**src/rtl/vga_frame_reader.sv**
```systemverilog
// vga_frame_reader: VGA timing generator and frame-buffer scanout for the data
// memory's VGA read port. Shows an IMG_W x IMG_H grayscale image in the
// top-left corner of the screen; everything else is black.
// Optional feature macro: VGA_TEST_PATTERN_EN adds input pattern_sel, which
// replaces memory data with eight vertical colour bars across the visible area.
// Memory data is sampled on the tick after the address is issued, so MEM_LAT
// must be shorter than the number of clk cycles between pix_tick pulses.
module vga_frame_reader #(
  parameter int          H_ACTIVE  = 640,
  parameter int          H_FP      = 16,
  parameter int          H_SYNC    = 96,
  parameter int          H_BP      = 48,
  parameter int          V_ACTIVE  = 480,
  parameter int          V_FP      = 10,
  parameter int          V_SYNC    = 2,
  parameter int          V_BP      = 33,
  parameter int          IMG_W     = 256,
  parameter int          IMG_H     = 256,
  parameter logic [31:0] BASE_ADDR = 32'h0,
  parameter int          MEM_LAT   = 1
) (
  input  logic        clk,
  input  logic        rst,
  input  logic        pix_tick,
  output logic [31:0] vga_addr,
  input  logic [7:0]  out_data_vga,
`ifdef VGA_TEST_PATTERN_EN
  input  logic        pattern_sel,
`endif
  output logic        vga_hsync,
  output logic        vga_vsync,
  output logic        vga_blank_n,
  output logic        vga_sync_n,
  output logic [7:0]  vga_r,
  output logic [7:0]  vga_g,
  output logic [7:0]  vga_b,
  output logic        frame_start
);

  localparam int H_TOTAL = H_ACTIVE + H_FP + H_SYNC + H_BP;
  localparam int V_TOTAL = V_ACTIVE + V_FP + V_SYNC + V_BP;
  localparam int HW      = $clog2(H_TOTAL);
  localparam int VW      = $clog2(V_TOTAL);

  localparam logic [31:0] H_LAST  = 32'(H_TOTAL - 1);
  localparam logic [31:0] V_LAST  = 32'(V_TOTAL - 1);
  localparam logic [31:0] H_ACT   = 32'(H_ACTIVE);
  localparam logic [31:0] V_ACT   = 32'(V_ACTIVE);
  localparam logic [31:0] HS_LO   = 32'(H_ACTIVE + H_FP);
  localparam logic [31:0] HS_HI   = 32'(H_ACTIVE + H_FP + H_SYNC);
  localparam logic [31:0] VS_LO   = 32'(V_ACTIVE + V_FP);
  localparam logic [31:0] VS_HI   = 32'(V_ACTIVE + V_FP + V_SYNC);
  localparam logic [31:0] IMG_W32 = 32'(IMG_W);
  localparam logic [31:0] IMG_H32 = 32'(IMG_H);

  if (MEM_LAT < 0) begin : g_mem_lat_check
    $error("vga_frame_reader: MEM_LAT must not be negative");
  end

  // Scan position and the running start-of-row offset into the frame buffer
  logic [HW-1:0] hcnt;
  logic [VW-1:0] vcnt;
  logic [31:0]   row_base;
  logic          first_tick;

  // Position decode, widened to 32 bits so every compare has matching widths
  logic [31:0] h32;
  logic [31:0] v32;
  logic        h_last;
  logic        v_last;
  logic        visible;
  logic        in_img;
  logic        hsync_raw;
  logic        vsync_raw;

  // Stage-1 delayed flags, aligned with the address presented to memory
  logic s1_vis;
  logic s1_img;
  logic s1_hs;
  logic s1_vs;

`ifdef VGA_TEST_PATTERN_EN
  localparam int BAR_W = H_ACTIVE / 8;
  logic [2:0] bar_idx;
  logic [2:0] s1_bar;
  logic       s1_pat;

  // Colour bar index for the current column
  always_comb begin
    bar_idx = 3'(h32 / 32'(BAR_W));
  end
`endif

  assign vga_sync_n = 1'b0;

  // Decode the current counter position into timing and region flags
  always_comb begin
    h32       = 32'(hcnt);
    v32       = 32'(vcnt);
    h_last    = (h32 == H_LAST);
    v_last    = (v32 == V_LAST);
    visible   = (h32 < H_ACT) && (v32 < V_ACT);
    in_img    = (h32 < IMG_W32) && (v32 < IMG_H32);
    hsync_raw = !((h32 >= HS_LO) && (h32 < HS_HI));
    vsync_raw = !((v32 >= VS_LO) && (v32 < VS_HI));
  end

  // Advance the raster counters and the row offset once per pixel tick
  always_ff @(posedge clk) begin
    if (rst) begin
      hcnt     <= '0;
      vcnt     <= '0;
      row_base <= '0;
    end else if (pix_tick) begin
      if (h_last) begin
        hcnt <= '0;
        if (v_last) begin
          vcnt     <= '0;
          row_base <= '0;
        end else begin
          vcnt <= vcnt + 1'b1;
          if (v32 < IMG_H32) begin
            row_base <= row_base + IMG_W32;
          end
        end
      end else begin
        hcnt <= hcnt + 1'b1;
      end
    end
  end

  // One-clk frame marker on the first tick after reset and on every frame wrap
  always_ff @(posedge clk) begin
    if (rst) begin
      frame_start <= 1'b0;
      first_tick  <= 1'b1;
    end else begin
      frame_start <= 1'b0;
      if (pix_tick) begin
        frame_start <= first_tick | (h_last & v_last);
        first_tick  <= 1'b0;
      end
    end
  end

  // Stage 1: issue the read address and delay the region and sync flags
  always_ff @(posedge clk) begin
    if (rst) begin
      vga_addr <= BASE_ADDR;
      s1_vis   <= 1'b0;
      s1_img   <= 1'b0;
      s1_hs    <= 1'b1;
      s1_vs    <= 1'b1;
`ifdef VGA_TEST_PATTERN_EN
      s1_bar   <= '0;
      s1_pat   <= 1'b0;
`endif
    end else if (pix_tick) begin
      if (in_img) begin
        vga_addr <= BASE_ADDR + row_base + h32;
      end
      s1_vis <= visible;
      s1_img <= in_img;
      s1_hs  <= hsync_raw;
      s1_vs  <= vsync_raw;
`ifdef VGA_TEST_PATTERN_EN
      s1_bar <= bar_idx;
      s1_pat <= pattern_sel;
`endif
    end
  end

  // Stage 2: sample the returned pixel and drive the DAC-facing outputs
  always_ff @(posedge clk) begin
    if (rst) begin
      vga_hsync   <= 1'b1;
      vga_vsync   <= 1'b1;
      vga_blank_n <= 1'b0;
      vga_r       <= 8'h00;
      vga_g       <= 8'h00;
      vga_b       <= 8'h00;
    end else if (pix_tick) begin
      vga_hsync   <= s1_hs;
      vga_vsync   <= s1_vs;
      vga_blank_n <= s1_vis;
`ifdef VGA_TEST_PATTERN_EN
      if (s1_vis && s1_pat) begin
        vga_r <= s1_bar[1] ? 8'h00 : 8'hFF;
        vga_g <= s1_bar[2] ? 8'h00 : 8'hFF;
        vga_b <= s1_bar[0] ? 8'h00 : 8'hFF;
      end else
`endif
      if (s1_vis && s1_img) begin
        vga_r <= out_data_vga;
        vga_g <= out_data_vga;
        vga_b <= out_data_vga;
      end else begin
        vga_r <= 8'h00;
        vga_g <= 8'h00;
        vga_b <= 8'h00;
      end
    end
  end

endmodule

```
**config.mk**
```make
export PLATFORM = sky130hd
export DESIGN_NAME = vga_frame_reader
export DESIGN_NICKNAME = d
export VERILOG_FILES = /design/src/rtl/vga_frame_reader.sv
export SDC_FILE = /design/constraint.sdc
export NUM_CORES = 1
export LEC_CHECK = 0
export ABC_AREA = 1
export BUFFER_PORTS_ARGS = -buffer_cell sky130_fd_sc_hd__buf_2
export CAP_MARGIN = 20
export CORE_MARGIN = 2
export CORE_UTILIZATION = 45
export DETAILED_ROUTE_END_ITERATION = 6
export GPL_TIMING_DRIVEN = 0
export PLACE_DENSITY_LB_ADDON = 0.25
export SLEW_MARGIN = 5
export SYNTH_ARGS = -nofsm -noshare
export SYNTH_HDL_FRONTEND = slang
export SYNTH_SLANG_ARGS = --single-unit
```
**constraint.sdc**
```tcl
create_clock -name clk -period 2.4 [get_ports clk]
set_input_delay 0.48 -clock clk [delete_from_list [all_inputs] [get_ports clk]]
set_output_delay 0.48 -clock clk [all_outputs]
set_load 0.005 [all_outputs]
```
==> run summary <==
For this run, design rule violations remaining after detail routing come to 0. The die covers 0.0118 mm². In this run the mean area of a mapped cell was 6.65 µm². The end point of the most critical hold path was vga_b[6]. The worst setup path is launched from a flop.

Chip width: 109 µm. Proportion of synthesized flip-flops having asynchronous set or reset: 0. The count of port buffers added during placement was 69; the wire length per cell after detailed routing was 14.6 µm. For this run, the detailed router's first-pass iteration total came to 7.

The number of setup buffers added after CTS is 0. By area the synthesized netlist is led by sky130_fd_sc_hd__dfxtp_1 38%, sky130_fd_sc_hd__nand2_1 14%, sky130_fd_sc_hd__nor2_1 8.2%. The tightest min-delay check is of the in -> reg type. The CTS H-tree depth was 3; the starting density of the core was 0.458.

Startpoint of the worst hold path: out_data_vga[6]. Leaving out fill and tap cells, the most frequent cell in the layout is sky130_fd_sc_hd__nand2_1. The max-capacitance violation count is 0. Counting cells, the worst reg-to-reg path comes to 11. The worst reg2reg path endpoint was vga_addr[17]. The flow ran to the end, and the final reports show no timing, DRC or antenna violations. Synthesis produced 740 cells. The run gives 38 as the number of different library cells in the post-synthesis netlist. Setup violations remaining at the end of the flow were counted as 0. sky130_fd_sc_hd__dfxtp_1 takes more of the synthesized area than any other cell.

The via count of the routed design was 4904. Post-CTS repair changed the size of 0 cells. For this run, the leading register cell type out of synthesis is sky130_fd_sc_hd__dfxtp_1. In this run the vertical extent of the chip is 109 µm. Subtracting the final worst setup slack from the clock period gives 2.19 ns.

The tools report the sequential fraction of the synthesis area as 0.378. Internal power comes to 2.21 mW. The area growth from synthesis to layout is 15.1%.

The first-pass GRT wire length is 22900 µm, and the power density over the cells is 517 mW/mm². The pin slew with the least headroom to its limit is 0.617 ns. The startpoint identified for the worst register-to-register timing path is hcnt[8].

The first-iteration detailed-routing DRC count is 324. The switching portion of total power was 0.246; the combinational share of power was 0.071. TritonCTS built the clock tree.

The tools report the count of synthesis-stage warnings from yosys as 0. For the number of non-filler instances in the completed layout, the log shows 965. The logs give 0 for the remaining antenna violation count and 0.457 GHz for the fmax.

The count of placed standard cells including taps was 949. Number of placement rows: 38. Portion of total power attributed to sequential cells: 0.548. The tools report the cell area after technology mapping as 0.00492 mm². The total routing usage reported by global routing was 0.252; the number of hold buffers added after CTS was 0. The wire length after detailed routing was 14100 µm; the number of global-route vias before repair was 4482. In this run the standard cell core region covers 0.0107 mm². Along the worst hold path, the cell count comes to 3. The logs give 2.68 ns for the data required time at the worst endpoint and 0 for the final number of max-transition violations.

The tools report the CTS buffer count as 9. The tightest slew margin relative to the limit came out at 0.589. The clock group share of total power was 0.382.

Share of final-layout standard cells stronger than drive strength 1: 0.165. The top cell type's share of synthesized area was 0.378. The repair_antennas step left the layout with diodes totalling 0.

Routability-driven placement finished with a final weighted congestion of 0.909. The hold violation count in the final report came out at 0. The half-perimeter wire length after placement was 11000 µm. The count of flip-flops with a built-in enable after synthesis was 0; the number of sinks on the clock net was 93. The register clock-pin slew on the reported worst setup and hold paths was 0.09 ns.

The library cells used most frequently in the layout, excluding fill and tap cells, are 177 x sky130_fd_sc_hd__nand2_1, 106 x sky130_fd_sc_hd__nor2_1, 95 x sky130_fd_sc_hd__inv_1. The tools report the endpoint type of the worst setup path as a flop. Entering global routing, the biggest net connects 16 pins. The net count of the finished layout is 838. The tools report the global route total overflow as 0.

The tools report the count of filler cells inserted in the layout as 1112. Setup repair after global routing left no endpoint under its margin. At the worst endpoint, the arrival time is 2.47 ns.

Clock tree buffer depth: 2. Setup slack on the worst flop-to-flop path: 0.21 ns. In this run the power spent charging and discharging nets is 0.721 mW. The root buffer cell chosen for the clock tree is sky130_fd_sc_hd__clkbuf_8. For the final database, setup skew stands at 0.00816 ns.

For the synthesized net count, the log shows 758. Path type of the worst setup path: reg -> reg. For this design the top-level I/O count stands at 72.

Dividing the detail-routed via count by the number of cells gives 5.08. The clock latency on the worst-skew pair came out at 0.37 ns. The peak fanout along the critical path is 6. The initial antenna violation count was 0. The tools report the maximum resistive drop on vdd as 0.379 mV. For this design the static power due to leakage is 2.61 nW. The synthesis-stage register bit count was 93; the part of the cycle the worst path needs was 0.913. Total design power: 2.93 mW.
==> worst max path at each step <==
stage	start	to	slack [ns]	depth (start not counted)
CTS	hcnt[8]	vga_addr[17]	0.0004	11
global placement	hcnt[8]	vga_addr[17]	-0.02	11
floorplan	hcnt[9]	vga_addr[17]	0.67	11
global route	hcnt[8]	vga_addr[17]	0.03	11
finish	hcnt[8]	vga_addr[17]	0.21	11
detailed placement	hcnt[8]	vga_addr[17]	0.02	11
==> layout make-up <==
class | count | area (µm²) | share of cell area
inverters | 100 | 375 | 0.0663
flip-flops and latches | 93 | 1860 | 0.329
repair buffers | 69 | 345 | 0.0610
plain buffers | 37 | 231 | 0.0409
well taps | 140 | 175 | 0.0309
clock inverters | 4 | 53.8 | 0.00950
clock buffers | 12 | 155 | 0.0274
multi-input cells | 510 | 2460 | 0.435
==> synth_stat cells (6+ instances only) <==
library cell	number
sky130_fd_sc_hd__nor3_1	15
sky130_fd_sc_hd__nand4_1	15
sky130_fd_sc_hd__ha_1	7
sky130_fd_sc_hd__dfxtp_1	93
sky130_fd_sc_hd__o21a_1	11
sky130_fd_sc_hd__o211ai_1	6
sky130_fd_sc_hd__a21oi_1	41
sky130_fd_sc_hd__nor2_1	108
sky130_fd_sc_hd__buf_4	19
sky130_fd_sc_hd__inv_1	95
sky130_fd_sc_hd__clkbuf_1	10
sky130_fd_sc_hd__nand3_1	46
sky130_fd_sc_hd__o21ai_0	41
sky130_fd_sc_hd__nand2_1	177
==> stage by stage <==
step	hold slack [ns]	setup TNS [ns]	utilization	area (µm²)	worst slack, ns
after floorplan	0.420	0	-	4920	0.668
after global placement	0.431	-0.0168	0.506	5440	-0.0168
after detailed placement	0.433	0	0.506	5440	0.0227
after CTS	0.340	0	0.526	5650	0.000444
after global routing	0.344	0	0.527	5660	0.0287
final	0.347	0	0.527	5660	0.210
==> layer usage <==
metal	track usage	routed length (µm)	part of all wire
met3	0.0313	757	0.054
met4	0.0733	171	0.012
met2	0.382	6150	0.44
met1	0.375	6980	0.50
met5	0	0	0
==> worst max-delay path, stage by stage (launching register included) <==
cell and delay, ns:
sky130_fd_sc_hd__dfxtp_1 0.49, sky130_fd_sc_hd__ha_1 0.22, sky130_fd_sc_hd__nand2_1 0.07, sky130_fd_sc_hd__nand2_1 0.16, sky130_fd_sc_hd__inv_1 0.11, sky130_fd_sc_hd__nor2_2 0.19
sky130_fd_sc_hd__nand2_1 0.21, sky130_fd_sc_hd__nor2_2 0.22, sky130_fd_sc_hd__xor2_2 0.26, sky130_fd_sc_hd__nand2_1 0.09, sky130_fd_sc_hd__nand2_1 0.06, sky130_fd_sc_hd__inv_1 0.03
==> registers in the layout, summed over array words and instances, names as in the netlist <==
name,cells
vga_addr,32
frame_start,1
vga_vsync,1
first_tick,1
s1_hs,1
vcnt,10
vga_hsync,1
s1_vis,1
row_base,24
s1_vs,1
vga_blank_n,1
vga_b,8
s1_img,1
hcnt,10
==> power by group through the flow <==
stage          Clock, mW  Sequential [mW]  Combinational [mW]
2_1_floorplan          0             1.64               0.117
3_3_place_gp           0             1.64               0.203
3_5_place_dp           0             1.64               0.207
4_1_cts             1.14             1.60               0.208
5_1_grt             1.20             1.61               0.229
6_report            1.12             1.60               0.206
==> cells by family after synthesis <==
group                    Yosys count  share of synthesized area
flip-flops                        93                      0.378
XOR/XNOR                           8                     0.0142
buffers and inverters            137                      0.123
AO/OA/AOI/OAI                    105                      0.117
adder cells (fa/ha/maj)            7                     0.0178
other                              1                   0.000762
AND/OR/NAND/NOR                  389                      0.349
(Power assumes the default switching activity.)
